<file path="src/rtl/qpsk_dibit_serializer.sv">
`timescale 1ns/1ps
// qpsk_dibit_serializer
//   Splits DIN_W-bit words from a valid/ready/last stream into 2-bit symbols
//   for the QPSK mapper. One dibit per clock with no bubbles between words
//   while out_ready is high. Frame boundaries pass through on dout_last, and
//   sym_cnt counts dibits transferred in the frame in progress.
//
// Ports
//   clk        system clock, rising edge
//   rst_n      asynchronous active-low reset
//   s_data     input word
//   s_valid    s_data/s_last valid
//   s_last     word is the final word of a frame
//   s_ready    word accepted this cycle
//   dout       current dibit (mapper din)
//   dout_valid dout valid
//   dout_last  final dibit of a frame
//   out_ready  downstream accepts a dibit this cycle
//   sym_cnt    dibits transferred so far in the current frame
module qpsk_dibit_serializer #(
  parameter int DIN_W     = 8,
  parameter bit MSB_FIRST = 1'b1,
  parameter int CNT_W     = 16
) (
  input  logic             clk,
  input  logic             rst_n,
  input  logic [DIN_W-1:0] s_data,
  input  logic             s_valid,
  input  logic             s_last,
  output logic             s_ready,
  output logic [1:0]       dout,
  output logic             dout_valid,
  output logic             dout_last,
  input  logic             out_ready,
  output logic [CNT_W-1:0] sym_cnt
);

  localparam int NSYM  = DIN_W / 2;
  localparam int REM_W = $clog2(NSYM + 1);
  localparam logic [REM_W-1:0] REM_FULL = REM_W'(NSYM);
  localparam logic [REM_W-1:0] REM_ONE  = REM_W'(1);

  typedef enum logic {
    EMPTY,
    BUSY
  } state_t;

  state_t           state;
  logic [DIN_W-1:0] sh, sh_nxt;
  logic [REM_W-1:0] rem, rem_nxt;
  logic             lst, lst_nxt;
  logic [CNT_W-1:0] cnt, cnt_nxt;
  logic             load, xfer;

  always_ff @(posedge clk or negedge rst_n) begin
    if (!rst_n) begin
      sh  <= '0;
      rem <= '0;
      lst <= 1'b0;
      cnt <= '0;
    end else begin
      sh  <= sh_nxt;
      rem <= rem_nxt;
      lst <= lst_nxt;
      cnt <= cnt_nxt;
    end
  end

  always_comb begin
    // The state is fully encoded by rem; no separate state register is kept.
    state      = (rem == '0) ? EMPTY : BUSY;
    dout_valid = (state == BUSY);
    dout_last  = lst && (rem == REM_ONE);
    dout       = MSB_FIRST ? sh[DIN_W-1 -: 2] : sh[1:0];
    // Accepting while the final dibit leaves keeps the output gap-free.
    s_ready    = (state == EMPTY) || ((rem == REM_ONE) && out_ready);
    load       = s_valid && s_ready;
    xfer       = dout_valid && out_ready;

    sh_nxt  = sh;
    rem_nxt = rem;
    lst_nxt = lst;
    cnt_nxt = cnt;

    if (load) begin
      sh_nxt  = s_data;
      rem_nxt = REM_FULL;
      lst_nxt = s_last;
    end else if (xfer) begin
      rem_nxt = rem - REM_ONE;
      sh_nxt  = MSB_FIRST ? (sh << 2) : (sh >> 2);
    end

    if (xfer) begin
      cnt_nxt = dout_last ? '0 : cnt + CNT_W'(1);
    end
  end

  assign sym_cnt = cnt;

endmodule

</file>
<file path="config.mk">
export PLATFORM = sky130hd
export DESIGN_NAME = qpsk_dibit_serializer
export DESIGN_NICKNAME = d
export VERILOG_FILES = /design/src/rtl/qpsk_dibit_serializer.sv
export SDC_FILE = /design/constraint.sdc
export NUM_CORES = 1
export LEC_CHECK = 0
export ABC_CLOCK_PERIOD_IN_PS = 1900
export CAP_MARGIN = 5
export CORE_UTILIZATION = 49
export CTS_CLUSTER_DIAMETER = 30
export CTS_CLUSTER_SIZE = 40
export DETAILED_ROUTE_END_ITERATION = 6
export GPL_ROUTABILITY_DRIVEN = 0
export PLACE_DENSITY_LB_ADDON = 0.2
export SLEW_MARGIN = 20
export SYNTH_ARGS = -nofsm -noshare
export SYNTH_HDL_FRONTEND = slang
export SYNTH_SLANG_ARGS = --single-unit
</file>
<file path="constraint.sdc">
create_clock -name clk -period 1.9 [get_ports clk]
set_input_delay 0.285 -clock clk [delete_from_list [all_inputs] [get_ports clk]]
set_output_delay 0.285 -clock clk [all_outputs]
set_load 0.05 [all_outputs]
</file>
## Word-level counts from Yosys, hierarchy flattened

Cells that the tools add are included.

- Equal/unequal tests: 1
- Add/subtract/negate cells: 2
- Reductions and logical operators: 7
- Multiplexer cells: 6

Operator list:

| cell | count |
|---|---|
| $add 16x1->16 const B | 1 |
| $mux 16 | 1 |
| $mux 8 | 2 |
| $mux 3 | 2 |
| $logic_and 1x1->1 | 4 |
| $eq 3x1->1 const B | 1 |
| $logic_not 3->1 | 1 |
| $sub 3x1->3 const B | 1 |
| $reduce_bool 2->1 | 1 |
| $logic_or 1x1->1 | 1 |
| $mux 1 | 1 |

- Word-level logic and storage cells: 20
- Register bits: 28
- Output and inout bits: 21

## Depth between registers and ports, before layout

Gate-level depths: netlist (run 1).

- Word-level depth: 5
- Depth in mapped cells: 8
- Depth with buffers taken out: 6

## Worst setup path after synthesis (run 1)

No wires, ideal clock.

- Path kind: register to register
- Start point: reg rem[1]
- End point: reg cnt[3] (netlist: sym_cnt[3])
- Library setup time: 121 ps
- Buffers on the path: 2
- Cell stages (with the launch flop): 8
- Slack: -17 ps
- Period minus slack after synthesis: 1917 ps
- Arrival time: 1796 ps
- Path through: dfrtp_1 -> inv_1 -> ha_1 -> and3b_1 -> clkbuf_1 -> and3b_1 -> buf_2 -> nor2_1

- Word-level cells in the longest chain between the ends: 3

Ends and longest elaborated chain:

| element | RTL line | source |
|---|---|---|
| start: declaration | 50 | `logic [REM_W-1:0] rem, rem_nxt;` |
| start signal: assignment | 63 | `rem <= rem_nxt;` |
| $eq 3x1->1 | 73 | `dout_last = lst && (rem == REM_ONE);` |
| $logic_and 1x1->1 | 73 |  |
| named net dout_last | 33 | `output logic dout_last,` |
| $mux 16 | 95 | `cnt_nxt = dout_last ? '0 : cnt + CNT_W'(1);` |
| end signal: assignment | 65 | `cnt <= cnt_nxt;` |
| end: declaration | 52 | `logic [CNT_W-1:0] cnt, cnt_nxt;` |

The timed path passes the listed nets, and every way through them passes these cells.
A chain may end at the register's enable or synchronous reset.

## Worst setup path in the final report (run 1)

- Start point: reg cnt[6] (netlist: sym_cnt[6])
- End point: out sym_cnt[6]

RTL lines:

| element | RTL line | source |
|---|---|---|
| end: declaration | 35 | `output logic [CNT_W-1:0] sym_cnt` |

No word-level cell between the ends.

==> flow_summary.json, run 1 <==
{
  "clock_power_share_pct": 15.6,
  "setup_viol": 0,
  "drive_gt1_share_pct": 14.61,
  "critical_path_class": "reg2out",
  "clkSinkCount": 28,
  "power_density_mw_per_mm2": 1305,
  "final.setup.tns_ns": 0,
  "p_leak_uw": 0.0009746,
  "r2r_end": "sym_cnt[7]",
  "period_share_pct": 96.61,
  "ys_seq_elements": 28,
  "crit_fanout": 3,
  "grt_pass1_wl_um": 4885,
  "ant_nets": 0,
  "vias_per_cell": 5.498,
  "hpwl_um": 2092,
  "cp-startpoint": "sym_cnt[6]",
  "final_util_pct": 68.65,
  "dieArea_mm2": 0.003165,
  "coreArea_mm2": 0.002781,
  "drc_errors": 0,
  "layout_common_cells": "dfrtp_1 (28), o21ai_0 (16), clkdlybuf4s50_1 (16)",
  "htree_levels": 1,
  "yosysWarnings": 0,
  "clk_pin_slew_ns": 0.15,
  "area_delta_synth_final_pct": 32.35,
  "async_reset_ff_share_pct": 100.0,
  "cp_num_buf_inv": 1,
  "place_ws_ns": 0.08658,
  "wl_um": 2834,
  "ff2ff_setup_slack_ns": 0.22,
  "placement.io_buffers": 33,
  "arrival_ns": 1.55,
  "maxSlewViolCount": 0,
  "synth_edf_count": 0,
  "synth_cell_types": 32,
  "irDropWorstVdd_mv": 1.182,
  "diodes": 0,
  "first_pass_iters": 4,
  "grt_start_max_net_pins": 29,
  "combPwrFrac_pct": 48.5,
  "period_minus_slack_ns": 1.836,
  "clk_latency_ns": 0.32,
  "rows": 19,
  "r2r_cells": 5,
  "syn_avg_cell_area_um2": 10.02,
  "die_w_um": 56.26,
  "syn_area_mm2": 0.001443,
  "synth_area_leaders": "dfrtp_1 (49%), o21ai_0 (5.6%), mux2i_1 (4.2%), nand2_1 (3.6%), a21oi_1 (3.5%)",
  "cpLargestDelayFamily": "buffers and inverters",
  "fill_cells": 221,
  "finalInstanceArea_mm2": 0.001909,
  "rsz0062_at_grt": "false",
  "synth_top_area_share_pct": 48.57,
  "worst_slew_pin_slew_ns": 0.5151,
  "layout.nets": 196,
  "antenna_found_initial": 0,
  "cp-endpoint": "sym_cnt[6]",
  "whs_ns": 0.3079,
  "cts.path.max_buffers": 2,
  "start_kind": "flop",
  "required_ns": 1.62,
  "outcome": "finished clean",
  "worst-path-stages": 1,
  "vias": 1149,
  "yosysSeqAreaShare_pct": 48.57,
  "place_area_mm2": 0.001838,
  "cts_tree": "done",
  "maxSlewHeadroom_pct": 65.60,
  "setup_ws_ns": 0.06433,
  "grtUsageTotal_pct": 19.33,
  "floorplan.initialDensity_pct": 51.87,
  "p_switching_uw": 1044,
  "swShare_pct": 41.90,
  "worstPathCellList": "clkdlybuf4s50_1",
  "die_h_um": 56.26,
  "reg2reg_from": "rem[1]",
  "wl_per_cell_um": 13.56,
  "synth_top_area_cell": "dfrtp_1",
  "fin_skew_ns": 0.006372,
  "hold_violations": 0,
  "internal_power_uw": 1448,
  "grt_pass1_vias": 1098,
  "synth-main-ff-cell": "dfrtp_1",
  "seq_power_share_pct": 35.9,
  "overflow": 0,
  "root_buffer": "clkbuf_4",
  "syn_inst": 144,
  "crit_path_top_delay_cell": "clkdlybuf4s50_1",
  "fmax_mhz": 544.8,
  "hold_class": "in2async",
  "layout_commonest_cell": "dfrtp_1",
  "cpPeakStageDelay_ns": 0.81,
  "boundaryPins": 34,
  "cts_buffers": 3,
  "end_kind": "output pin",
  "first_iter_violations": 38,
  "synth_fp_nets": 161,
  "max_cap_violations": 0
}
==> flip-flops by register name (all words and copies together), names as in the netlist <==
register / cells
rem: 3
sym_cnt: 16
sh: 8
lst: 1
==> stage by stage <==
stage	total power, uW	instances
global route	2650	209
global placement	2082	205
CTS	2509	209
finish	2492	209
floorplan	1718	144
detailed placement	2131	205
==> how the worst min path moves through the flow <==
stage | start | end | cells past startpoint
floorplan | rst_n | lst | 0
global placement | lst | lst | 1
detailed placement | rem[1] | rem[1] | 2
CTS | rst_n | sym_cnt[3] | 2
global route | rst_n | sym_cnt[5] | 2
finish | rst_n | sym_cnt[5] | 2
==> timing repair <==
item	CTS	global route
endpoints found under the setup margin	5	14
hold endpoints to repair	0	0
pin swaps	0	1
buffers inserted	0	0
resized for setup	5	11
hold buffers	0	0
gates cloned	0	0
==> synth_stat cells, drive strengths merged, types with 2 or more instances <==
cell type and n:
or2 2, and2 2, nor2 9, o21ai 16, nand4 7, nand2 15
a31oi 2, and3 2, nand3 3, clkbuf 3, or3 7, buf 6
and4 2, mux2 2, xnor2 2, dfrtp 28, mux2i 6, inv 4
and3b 2, ha 4, xor2 4, a21oi 10
==> final cells by class <==
cell class	count	area (um2)	share of cell area (%)
Clock buffer	3	22.52	1.180
Sequential cell	28	700.7	36.70
Inverter	4	15.01	0.7864
Multi-Input combinational cell	103	685.7	35.91
Tap cell	31	38.79	2.031
Clock inverter	1	30.03	1.573
Timing Repair Buffer	39	416.7	21.82
==> layer usage <==
metal | vias up | routed length (um) | part of all wire, % | GRT usage [%]
met5 | - | 0 | 0 | 0
met4 | 0 | 13 | 0.46 | 5.226
met3 | 2 | 79 | 2.8 | 2.074
met2 | 22 | 1374 | 48 | 33.67
met1 | 549 | 1367 | 48 | 25.68
li1 | 576 | - | - | -
==> power groups by stage <==
stage / clock (uW) / sequential (uW) / combinational (uW)
2_1_floorplan: 0 / 1110 / 611
3_3_place_gp: 0 / 897 / 1190
3_5_place_dp: 0 / 910 / 1220
4_1_cts: 403 / 896 / 1210
5_1_grt: 425 / 924 / 1300
6_report: 389 / 895 / 1210
==> cell families (layout without fill, tap and decap cells) <==
family                     count (synthesis)  count (layout)  synth area share [%]
and+or+nand+nor                           55              55                 22.98
buffers and inverters                     13              47                 4.596
AOI/OAI and AO/OA                         30              30                 11.02
xor gates and xnor gates                   6               6                 3.643
muxes                                      8               8                 5.724
adders and majority gates                  4               4                 3.469
DFF                                       28              28                 48.57
(Power assumes the default switching activity.)
==> inputs of run 2 (changes only) <==
ABC_CLOCK_PERIOD_IN_PS = 2300   (was 1900)
CORE_UTILIZATION = 53   (was 49)
clock period = 2.3 ns   (was 1.9 ns; I/O delays follow)
==> run 2 against run 1 <==
  * Critical path depth is the same
  * Total power fell by 22%
  * Clock-buffer cell count increased by 1
  * Critical endpoint is now sym_cnt[3]
  * Largest cell class unchanged
  * Highest routed layer unchanged
==> flow_summary.json, run 2 (synthesis gave the netlist of run 1 again) <==
{
  "outcome": "finished clean",
  "htree_levels": 1,
  "period_share_pct": 86.64,
  "grt_pass1_wl_um": 4491,
  "irDropWorstVdd_mv": 0.9296,
  "die_w_um": 54.17,
  "layout_commonest_cell": "clkdlybuf4s50_1",
  "hpwl_um": 2094,
  "start_kind": "flop",
  "rows": 18,
  "floorplan.initialDensity_pct": 57.19,
  "largest_reg_flops": 16,
  "area_delta_synth_final_pct": 26.71,
  "max_cap_violations": 0,
  "final.setup.tns_ns": 0,
  "grtUsageTotal_pct": 21.61,
  "rsz0062_at_grt": "false",
  "wl_per_cell_um": 13.79,
  "first_pass_iters": 4,
  "coreArea_mm2": 0.002522,
  "grt_start_max_net_pins": 29,
  "grt_pass1_vias": 1059,
  "fill_cells": 208,
  "cts_tree": "done",
  "dp.cells": 201,
  "wl_um": 2826,
  "worst-path-stages": 1,
  "diodes": 0,
  "r2r_cells": 6,
  "vias": 1140,
  "cpPeakStageDelay_ns": 0.84,
  "cpLargestDelayFamily": "buffers and inverters",
  "post_cts_buffers": 0,
  "worstPathCellList": "clkdlybuf4s50_1",
  "ff2ff_setup_slack_ns": 0.39,
  "drive_gt1_share_pct": 10.86,
  "cts.path.max_buffers": 2,
  "clk_latency_ns": 0.33,
  "placement.io_buffers": 33,
  "crit_fanout": 6,
  "maxSlewHeadroom_pct": 66.32,
  "cts_resized": 0,
  "required_ns": 1.96,
  "p_leak_uw": 0.0008028,
  "cp_num_buf_inv": 1,
  "layout.nets": 193,
  "hold_violations": 0,
  "hold_class": "in2async",
  "worst_slew_pin_slew_ns": 0.5037,
  "cts_buffers": 3,
  "dieArea_mm2": 0.002934,
  "setup_viol": 0,
  "drc_errors": 0,
  "ctsHoldBuffers": 0,
  "first_iter_violations": 18,
  "end_kind": "output pin",
  "fin_cells": 205,
  "clkSinkCount": 28,
  "fmax_mhz": 501.8,
  "power_density_mw_per_mm2": 1064,
  "root_buffer": "clkbuf_4",
  "boundaryPins": 34,
  "crit_path_top_delay_cell": "clkdlybuf4s50_1",
  "die_h_um": 54.17,
  "critical_path_class": "reg2out",
  "period_minus_slack_ns": 1.993,
  "overflow": 0,
  "arrival_ns": 1.65,
  "antenna_found_initial": 0,
  "ant_nets": 0,
  "fin_skew_ns": 0.005951,
  "fin_total_pwr_uw": 1945,
  "clk_pin_slew_ns": 0.15,
  "maxSlewViolCount": 0,
  "layout_common_cells": "clkdlybuf4s50_1 (30), dfrtp_1 (28), o21ai_0 (16)",
  "vias_per_cell": 5.561
}
[run 2: cell count changes in the layout (fill, tap and decap cells not counted), sizes merged]
| cell | delta |
|---|---|
| clkbuf | +1 |
| dlygate4sd2 | -5 |
| clkdlybuf4s50 | +14 |
| buf | -4 |
| bufinv | -1 |
| dlymetal6s2s | -8 |
[run 2: per-stage QoR]
step                utilization, %  cell area [um2]  hold slack, ns  worst slack, ns
finish                       72.47             1828          0.3625           0.3073
global route                 72.47             1828          0.4084           0.2010
CTS                          72.47             1828          0.3711           0.2875
detailed placement           71.03             1792          0.4914           0.3048
global placement             71.03             1792          0.4869           0.3487
floorplan                        -             1443         0.04941           0.3829
[run 2: area by class of cell]
class | instances | area (um2) | share of cell area [%]
repair buffers | 36 | 357.8 | 19.58
clock buffers | 4 | 36.28 | 1.985
inverters | 4 | 15.01 | 0.8214
flip-flops and latches | 28 | 700.7 | 38.33
multi-input cells | 103 | 680.7 | 37.23
well taps | 30 | 37.54 | 2.053
[run 2: worst paths after layout]
check | startpoint | endpoint
worst max-delay path | sym_cnt[3] | sym_cnt[3]
worst min register to register | lst | lst
min in group clk | lst | lst
max in group asynchronous | rst_n | sh[0]
worst min-delay path | rst_n | sym_cnt[5]
worst max register to register | rem[0] | sym_cnt[12]
[run 2: per-layer routing]
metal | global-route usage [%] | up-vias | share of wire, %
li1 | - | 567 | -
met1 | 25.13 | 539 | 43
met2 | 39.43 | 32 | 52
met3 | 4.237 | 2 | 4.4
met4 | 6.410 | 0 | 0.42
met5 | 0 | - | 0
[run 2: power by group]
group,switching [uW],internal [uW]
combinational,593,368
sequential,120,626
clock,142,96.9
